### src/rtl/cpa_resolve_stage_pkg.sv
// Shared constants for the carry-propagate resolve stage that closes the
// multiplier's carry-save tree.
package cpa_resolve_stage_pkg;

    localparam int WIDTH_DEF       = 8;
    localparam int LSB_APPROX_DEF  = 2;
    localparam int IDLE_CYCLES_DEF = 4;
    localparam int IDLE_CNT_W      = 8;

    // Sum plus doubled carry of two WIDTH-bit vectors needs two extra bits.
    function automatic int res_width(input int width);
        return width + 2;
    endfunction

endpackage

### src/rtl/param_full_adder.sv
// One-bit full adder, the cell of the ripple-carry adder.
module param_full_adder (
    input  logic a,
    input  logic b,
    input  logic cin,
    output logic s,
    output logic cout
);

    assign s    = a ^ b ^ cin;
    assign cout = (a & b) | (cin & (a ^ b));

endmodule

### src/rtl/param_rca.sv
// N-bit ripple-carry adder built from param_full_adder cells.
module param_rca #(
    parameter int N = 4
) (
    input  logic [N-1:0] a,
    input  logic [N-1:0] b,
    input  logic         cin,
    output logic [N-1:0] sum,
    output logic         cout
);

    logic [N:0] c;

    assign c[0] = cin;

    for (genvar i = 0; i < N; i++) begin : g_bit
        param_full_adder u_fa (
            .a   (a[i]),
            .b   (b[i]),
            .cin (c[i]),
            .s   (sum[i]),
            .cout(c[i+1])
        );
    end

    assign cout = c[N];

endmodule

### src/rtl/cpa_resolve_stage.sv
// Two-stage pipelined resolution of a carry-save pair (sum + 2*carry) with
// valid/ready handshake, optional approximate low bits and an idle clock-gate request.
module cpa_resolve_stage
    import cpa_resolve_stage_pkg::*;
#(
    parameter int WIDTH       = WIDTH_DEF,
    parameter int APPROX      = 0,
    parameter int LSB_APPROX  = LSB_APPROX_DEF,
    parameter int IDLE_CYCLES = IDLE_CYCLES_DEF
) (
    input  logic                        clk,
    input  logic                        rst,
    input  logic                        in_valid,
    output logic                        in_ready,
    input  logic [WIDTH-1:0]            sum_in,
    input  logic [WIDTH-1:0]            carry_in,
    output logic                        out_valid,
    input  logic                        out_ready,
    output logic [res_width(WIDTH)-1:0] result,
    output logic                        gate_req
);

    localparam int H    = WIDTH / 2;
    localparam int RW   = res_width(WIDTH);
    localparam int NAPX = (APPROX != 0) ? LSB_APPROX : 0;
    localparam logic [H-1:0]          APX_MASK = H'((1 << NAPX) - 1);
    localparam logic [IDLE_CNT_W-1:0] IDLE_MAX = IDLE_CNT_W'(IDLE_CYCLES);

    logic a_valid_q, a_valid_d, b_valid_q, b_valid_d;
    logic a_adv, b_adv;
    logic [H-1:0] lo_q, lo_d, sum_hi_q, sum_hi_d;
    logic [H:0]   carry_hi_q, carry_hi_d;
    logic         c_lo_q, c_lo_d;
    logic [RW-1:0] result_q, result_d;
    logic [IDLE_CNT_W-1:0] idle_cnt_q, idle_cnt_d;
    logic gate_req_q, gate_req_d;

    logic [H-1:0] lo_a_op, lo_b_op, lo_sum, lo_bits;
    logic         lo_cout;
    logic [H:0]   hi_sum;
    logic         hi_cout;

    assign lo_a_op = sum_in[H-1:0];
    assign lo_b_op = {carry_in[H-2:0], 1'b0};

    // Approximate bits are zeroed at the adder so no carry leaves that region;
    // they are then replaced by the OR of the operands.
    param_rca #(.N(H)) u_rca_lo (
        .a   (lo_a_op & ~APX_MASK),
        .b   (lo_b_op & ~APX_MASK),
        .cin (1'b0),
        .sum (lo_sum),
        .cout(lo_cout)
    );

    assign lo_bits = (lo_sum & ~APX_MASK) | ((lo_a_op | lo_b_op) & APX_MASK);

    param_rca #(.N(H + 1)) u_rca_hi (
        .a   ({1'b0, sum_hi_q}),
        .b   (carry_hi_q),
        .cin (c_lo_q),
        .sum (hi_sum),
        .cout(hi_cout)
    );

    always_comb begin
        // NOTE: every signal assigned here gets a value on every path, so no latch is inferred.
        b_adv      = !b_valid_q || out_ready;
        a_adv      = !a_valid_q || b_adv;

        a_valid_d  = a_valid_q;
        lo_d       = lo_q;
        c_lo_d     = c_lo_q;
        sum_hi_d   = sum_hi_q;
        carry_hi_d = carry_hi_q;
        if (a_adv) begin
            a_valid_d  = in_valid;
            lo_d       = lo_bits;
            c_lo_d     = lo_cout;
            sum_hi_d   = sum_in[WIDTH-1:H];
            carry_hi_d = carry_in[WIDTH-1:H-1];
        end

        b_valid_d = b_valid_q;
        result_d  = result_q;
        if (b_adv) begin
            b_valid_d = a_valid_q;
            result_d  = {hi_cout, hi_sum, lo_q};
        end

        idle_cnt_d = '0;
        if (!in_valid && !a_valid_q && !b_valid_q) begin
            idle_cnt_d = (idle_cnt_q == IDLE_MAX) ? idle_cnt_q : idle_cnt_q + 1'b1;
        end
        gate_req_d = (idle_cnt_d == IDLE_MAX);
    end

    always_ff @(posedge clk or posedge rst) begin
        // NOTE: state uses non-blocking assignments so all flops update together at the edge.
        if (rst) begin
            a_valid_q  <= 1'b0;
            b_valid_q  <= 1'b0;
            lo_q       <= '0;
            c_lo_q     <= 1'b0;
            sum_hi_q   <= '0;
            carry_hi_q <= '0;
            result_q   <= '0;
            idle_cnt_q <= '0;
            gate_req_q <= 1'b0;
        end else begin
            a_valid_q  <= a_valid_d;
            b_valid_q  <= b_valid_d;
            lo_q       <= lo_d;
            c_lo_q     <= c_lo_d;
            sum_hi_q   <= sum_hi_d;
            carry_hi_q <= carry_hi_d;
            result_q   <= result_d;
            idle_cnt_q <= idle_cnt_d;
            gate_req_q <= gate_req_d;
        end
    end

    assign in_ready  = a_adv;
    assign out_valid = b_valid_q;
    assign result    = result_q;
    assign gate_req  = gate_req_q;

endmodule
### config.mk
export PLATFORM = sky130hd
export DESIGN_NAME = cpa_resolve_stage
export DESIGN_NICKNAME = d
export VERILOG_FILES = /design/src/rtl/cpa_resolve_stage_pkg.sv /design/src/rtl/param_full_adder.sv /design/src/rtl/param_rca.sv /design/src/rtl/cpa_resolve_stage.sv
export SDC_FILE = /design/constraint.sdc
export NUM_CORES = 1
export LEC_CHECK = 0
export ABC_AREA = 1
export BUFFER_PORTS_ARGS = -buffer_cell sky130_fd_sc_hd__buf_2
export CAP_MARGIN = 0
export CORE_AREA = 5 5 63 65
export CTS_BUF_LIST = sky130_fd_sc_hd__clkbuf_16
export DETAILED_ROUTE_END_ITERATION = 7
export DIE_AREA = 0 0 68 70
export PLACE_DENSITY = 0.76
export SLEW_MARGIN = 10
export SYNTH_ARGS = -nofsm -noshare
export SYNTH_HDL_FRONTEND = slang
export SYNTH_SLANG_ARGS = --single-unit
### constraint.sdc
create_clock -name clk -period 3 [get_ports clk]
set_input_delay 0.6 -clock clk [delete_from_list [all_inputs] [get_ports clk]]
set_output_delay 0.6 -clock clk [all_outputs]
set_load 0.05 [all_outputs]
==> results.sh, run 1 <==
export IMPL_critical_path_arrival_ns=2.47
export IMPL_avgSynthCellArea_um2=9.30
export IMPL_cts_sinks=35
export IMPL_gp_congestion=0.827
export IMPL_dp_final_hpwl_mm=2.24
export IMPL_core_area_mm2=0.00328
export IMPL_dieArea_mm2=0.00476
export IMPL_finalSetupViolCount=0
export IMPL_final_antenna_net_count=0
export IMPL_die_x_um=68
export IMPL_cts_htree_levels=2
export IMPL_cts_setup_buffers=0
export IMPL_wire_per_inst_um=10.9
export IMPL_grt_max_degree=36
export IMPL_crit_top_cell="fa_1"
export IMPL_row_count=21
export IMPL_n_fill_cell=286
export IMPL_port_buffer_count=32
export IMPL_area_growth_pct=20.3
export IMPL_cp_top_family="adder cells"
export IMPL_crit_buf_inv=2
export IMPL_post_cts_resized=0
export IMPL_vias=1232
export IMPL_grt_pass1_wl_mm=5.59
export IMPL_numCtsBuffers=5
export IMPL_diodes=0
export IMPL_setup_tns_final_ns=0
export IMPL_final_common_cell="nand2_1"
export IMPL_clk_latency_ns=0.27
export IMPL_final_cell_mix="nand2_1, dfrtp_1, inv_1"
export IMPL_viasPerCell=4.56
export IMPL_hold_viol=0
export IMPL_clk_pin_slew_worst_paths_ns=0.05
export IMPL_synth_cell_types=22
export IMPL_max_freq_mhz=435
export IMPL_cp_start_kind="flop"
export IMPL_clockRootBuffer="clkbuf_16"
export IMPL_slew_headroom_pct=71.9
export IMPL_synthCells=185
export IMPL_slew_viol_final=0
export IMPL_die_y_um=70
export IMPL_slowest_delay_ns=0.39
export IMPL_irDropWorstVdd_v=0.000378
export IMPL_route_detailed_drc=0
export IMPL_drive_gt1_share_pct=23.2
export IMPL_hold_class="primary input to async pin"
export IMPL_start_util_pct=52.4
export IMPL_final_period_utilization_pct=76.6
export IMPL_ys_seq_area_share_pct=50.9
export IMPL_firstDrtPassIters=4
export IMPL_yosysWarnings=0
export IMPL_synth_area_mm2=0.00172
export IMPL_io_pins=33
export IMPL_cts_tree="yes"
export IMPL_clockBufferDepth=2
export IMPL_path_cells="inv_1 -> fa_1 -> inv_1 -> fa_1 -> fa_1 -> fa_1 -> ha_1 -> nand2_1 -> nand2_1"
export IMPL_grt_overflow=0
export IMPL_cellPowerDensity_mw_per_mm2=649
export IMPL_nNetsFinal=253
export IMPL_min_period_ns=2.30
export IMPL_dr_first_iter_drc_count=86
export IMPL_cap_viol_max_count=0
export IMPL_instances_no_fill=270
export IMPL_grt_usage_pct=15.7
export IMPL_grt_pass1_vias=1308
export IMPL_regArea_um2=876
export IMPL_ys_ff_latch=35
export IMPL_crit_slowest_cell="fa_1"
export IMPL_wl_mm=2.96
export IMPL_tightest_slew_ns=0.422
export IMPL_ctsHoldBuffers=0
export IMPL_skew_ns=0.00152
export IMPL_antenna_found_initial=0
export IMPL_cp_max_fo=2
export IMPL_outcome="completed"
export IMPL_synthesis_nets=215
export IMPL_crit_type="flop to flop"
export IMPL_p_leak_uw=0.00117
export IMPL_rsz0062_at_grt="false"
export IMPL_dp_cells=262
export IMPL_critPathCaptureType="flop"
export IMPL_worst_ep_required_time_ns=3.17
export IMPL_multi_input_area_um2=703
## cell usage after synthesis, drive strengths merged
| master | instances | area, um^2 |
|---|---|---|
| nand3b | 1 | 7.51 |
| nor3 | 1 | 16.3 |
| dfrtp | 35 | 876 |
| or2 | 1 | 6.26 |
| nand3 | 9 | 45.0 |
| a21oi | 3 | 15.0 |
| o21bai | 1 | 7.51 |
| nor3b | 1 | 7.51 |
| nand2 | 55 | 214 |
| fa | 6 | 120 |
| nor2 | 15 | 63.8 |
| buf | 3 | 21.3 |
| ha | 4 | 50.1 |
| inv | 32 | 120 |
| mux2 | 7 | 93.8 |
| nand4 | 1 | 6.26 |
| o21ai | 10 | 50.1 |
## stage by stage
step | total power [uW] | area [um^2] | util (%) | worst slack [ns] | hold WS [ns]
floorplan | 805 | 1720 | - | 0.783 | 0.443
global placement | 879 | 1930 | 58.8 | 0.723 | 0.450
detailed placement | 884 | 1930 | 58.8 | 0.702 | 0.463
CTS | 1370 | 2070 | 63.0 | 0.693 | 0.424
global route | 1420 | 2070 | 63.0 | 0.546 | 0.448
finish | 1340 | 2070 | 63.0 | 0.701 | 0.403
## layer usage
layer | vias up | wire [um] | global-route usage, %
met1 | 557 | 1340 | 19.9
met2 | 30 | 1390 | 23.8
met4 | 0 | 48 | 7.28
li1 | 640 | - | -
met5 | - | 0 | 0
met3 | 5 | 184 | 5.29
## flip-flops by register name, summed over array words and instances, names as in the netlist
register / flops
out_valid: 1
result: 10
sum_hi_q: 4
idle_cnt_q: 8
carry_hi_q: 5
gate_req: 1
a_valid_q: 1
c_lo_q: 1
lo_q: 4
## final cells by class
cell class	instances	share of cell area, %
Clock buffer	5	6.05
Timing Repair Buffer	34	8.46
Clock inverter	3	0.605
Multi-Input combinational cell	115	34.0
Sequential cell	35	42.3
Tap cell	46	2.78
Inverter	32	5.80
## worst min-delay path, stage by stage
cell   delay (ns)
buf_2        0.09
inv_1        0.04
buf_4        0.36
## final timing paths
check | endpoint | cells after the start | slack [ns] | from
max | result[8] | 9 | 0.70 | c_lo_q
min | idle_cnt_q[7] | 3 | 0.40 | rst
max reg2reg | result[8] | 9 | 0.70 | c_lo_q
min reg2reg | result[8] | 2 | 0.47 | result[8]
max in group asynchronous | a_valid_q | 3 | 2.29 | rst
min in group clk | result[8] | 2 | 0.47 | result[8]
## report_power, final
part | internal (uW) | switching, uW | total, uW
Clock | 299 | 171 | 470
Sequential | 532 | 35.8 | 568
Combinational | 86.6 | 218 | 305
## cells by family (layout without fill, tap and decap cells)
group	after synthesis	count (layout)	synth area share, %
AO/OA/AOI/OAI	14	14	4.22
flip-flops	35	35	50.9
adder cells (fa/ha/maj)	10	10	9.89
buffers and inverters	35	74	8.22
AND/OR/NAND/NOR	84	84	21.3
multiplexers	7	7	5.45
(Power assumes the default switching activity.)
==> run 2: changes to the inputs <==
==> constraint.sdc (replaced) <==
create_clock -name clk -period 2.4 [get_ports clk]
set_input_delay 0.48 -clock clk [delete_from_list [all_inputs] [get_ports clk]]
set_output_delay 0.48 -clock clk [all_outputs]
set_load 0.05 [all_outputs]
==> run 2 against run 1 <==
Effect of this change:
- final cell count down 0.37%
- global-route usage down 0.84 points
- sequential share of layout area barely moved
- register-to-register slack worse by 0.61 ns
- sequential power increased by 25%
- combinational power is 28% higher
- first-iteration DRC count down 70%
- critical endpoint unchanged
- largest cell class unchanged
==> results.sh, run 2 (synthesis results as in run 1) <==
export IMPL_instances_no_fill=269
export IMPL_path_cells="inv_1 -> fa_1 -> inv_1 -> fa_2 -> fa_1 -> fa_1 -> ha_1 -> nand2_1 -> nand2_1"
export IMPL_clockRootBuffer="clkbuf_16"
export IMPL_critPathCaptureType="flop"
export IMPL_final_common_cell="nand2_1"
export IMPL_dp_slack_ns=0.0655
export IMPL_finalSetupViolCount=0
export IMPL_hold_slack_ns=0.280
export IMPL_critical_path_arrival_ns=2.47
export IMPL_die_x_um=68
export IMPL_cap_viol_max_count=0
export IMPL_post_cts_resized=0
export IMPL_nNetsFinal=253
export IMPL_firstDrtPassIters=4
export IMPL_grt_pass1_vias=1220
export IMPL_setup_tns_final_ns=0
export IMPL_p_int_uw=1150
export IMPL_vias=1259
export IMPL_switching_power_uw=541
export IMPL_slew_viol_final=0
export IMPL_final_antenna_net_count=0
export IMPL_cts_tree="yes"
export IMPL_max_freq_mhz=434
export IMPL_dieArea_mm2=0.00476
export IMPL_cp_max_fo=2
export IMPL_gp_congestion=0.853
export IMPL_drive_gt1_share_pct=23.8
export IMPL_combinationalPowerShare_pct=23.1
export IMPL_power_total_uw=1690
export IMPL_dp_final_hpwl_mm=2.29
export IMPL_port_buffer_count=32
export IMPL_io_pins=33
export IMPL_hold_viol=0
export IMPL_crit_slowest_cell="fa_1"
export IMPL_clk_pin_slew_worst_paths_ns=0.05
export IMPL_die_y_um=70
export IMPL_power_frac_seq_pct=42.0
export IMPL_final_cell_mix="nand2_1, dfrtp_1, buf_2"
export IMPL_grt_pass1_wl_mm=5.31
export IMPL_grt_overflow=0
export IMPL_irDropWorstVdd_v=0.000512
export IMPL_route_detailed_drc=0
export IMPL_clk_latency_ns=0.28
export IMPL_dr_first_iter_drc_count=26
export IMPL_final_period_utilization_pct=96.1
export IMPL_skew_ns=0.00294
export IMPL_grt_usage_pct=14.8
export IMPL_fin_ws_ns=0.0947
export IMPL_crit_type="flop to flop"
export IMPL_viasPerCell=4.68
export IMPL_slew_headroom_pct=72.0
export IMPL_cts_htree_levels=2
export IMPL_tightest_slew_ns=0.421
export IMPL_largest_reg_flops=10
export IMPL_wl_mm=3.10
export IMPL_cts_sinks=35
export IMPL_crit_top_cell="fa_1"
export IMPL_start_util_pct=52.4
export IMPL_clockBufferDepth=2
export IMPL_row_count=21
export IMPL_switching_share_pct=32.0
export IMPL_grt_max_degree=36
export IMPL_p_leak_uw=0.00116
export IMPL_dp_cells=262
export IMPL_cts_setup_buffers=0
export IMPL_core_area_mm2=0.00328
export IMPL_ctsHoldBuffers=0
export IMPL_min_period_ns=2.31
export IMPL_area_growth_pct=20.2
export IMPL_numCtsBuffers=5
export IMPL_hold_class="primary input to async pin"
export IMPL_cellPowerDensity_mw_per_mm2=817
export IMPL_rsz0062_at_grt="false"
export IMPL_cp_start_kind="flop"
export IMPL_slowest_delay_ns=0.39
export IMPL_outcome="completed"
export IMPL_wire_per_inst_um=11.5
export IMPL_antenna_found_initial=0
export IMPL_p_clk_share_pct=34.9
export IMPL_worst_ep_required_time_ns=2.57
export IMPL_diodes=0
[run 2: worst paths after layout]
check | start | to | depth (start not counted) | slack, ns
worst min-delay path | rst | idle_cnt_q[6] | 3 | 0.28
worst min register to register | lo_q[2] | result[2] | 2 | 0.46
min in group clk | carry_in[3] | carry_hi_q[0] | 3 | 0.41
worst max-delay path | c_lo_q | result[8] | 9 | 0.09
max in group asynchronous | rst | idle_cnt_q[4] | 3 | 1.81
worst max register to register | c_lo_q | result[8] | 9 | 0.09
[run 2: critical path: cells and delay by family (launching register included)]
family	cells	cell delay, ns
flops	1	0.38
simple gates	2	0.12
buf+inv	2	0.14
fa+ha+maj	5	1.56
[run 2: power by group through the flow]
stage / combinational, uW / clock [uW] / sequential, uW
5_1_grt: 425 / 636 / 719
6_report: 390 / 589 / 710
3_3_place_gp: 382 / 0 / 717
3_5_place_dp: 389 / 0 / 719
2_1_floorplan: 137 / 0 / 869
4_1_cts: 396 / 605 / 711
[run 2: layer usage]
| layer | track usage (%) | share of wire [%] | up-vias | wire length, um |
|---|---|---|---|---|
| li1 | - | - | 643 | - |
| met1 | 17.7 | 43 | 580 | 1330 |
| met3 | 5.29 | 6.3 | 8 | 194 |
| met2 | 23.2 | 49 | 28 | 1520 |
| met5 | 0 | 0 | - | 0 |
| met4 | 7.28 | 1.9 | 0 | 58 |
[run 2: cell type report]
type	instances	area, um^2
fillers	297	1220
flip-flops and latches	35	876
multi-input cells	115	706
repair buffers	34	175
clock buffers	5	125
inverters	32	120
well taps	46	57.6
clock inverters	2	8.76
[run 2: stage by stage]
stage | util [%] | cell area, um^2
floorplan | - | 1720
global placement | 58.8 | 1930
detailed placement | 58.8 | 1930
CTS | 62.9 | 2070
global route | 63.0 | 2070
finish | 63.0 | 2070
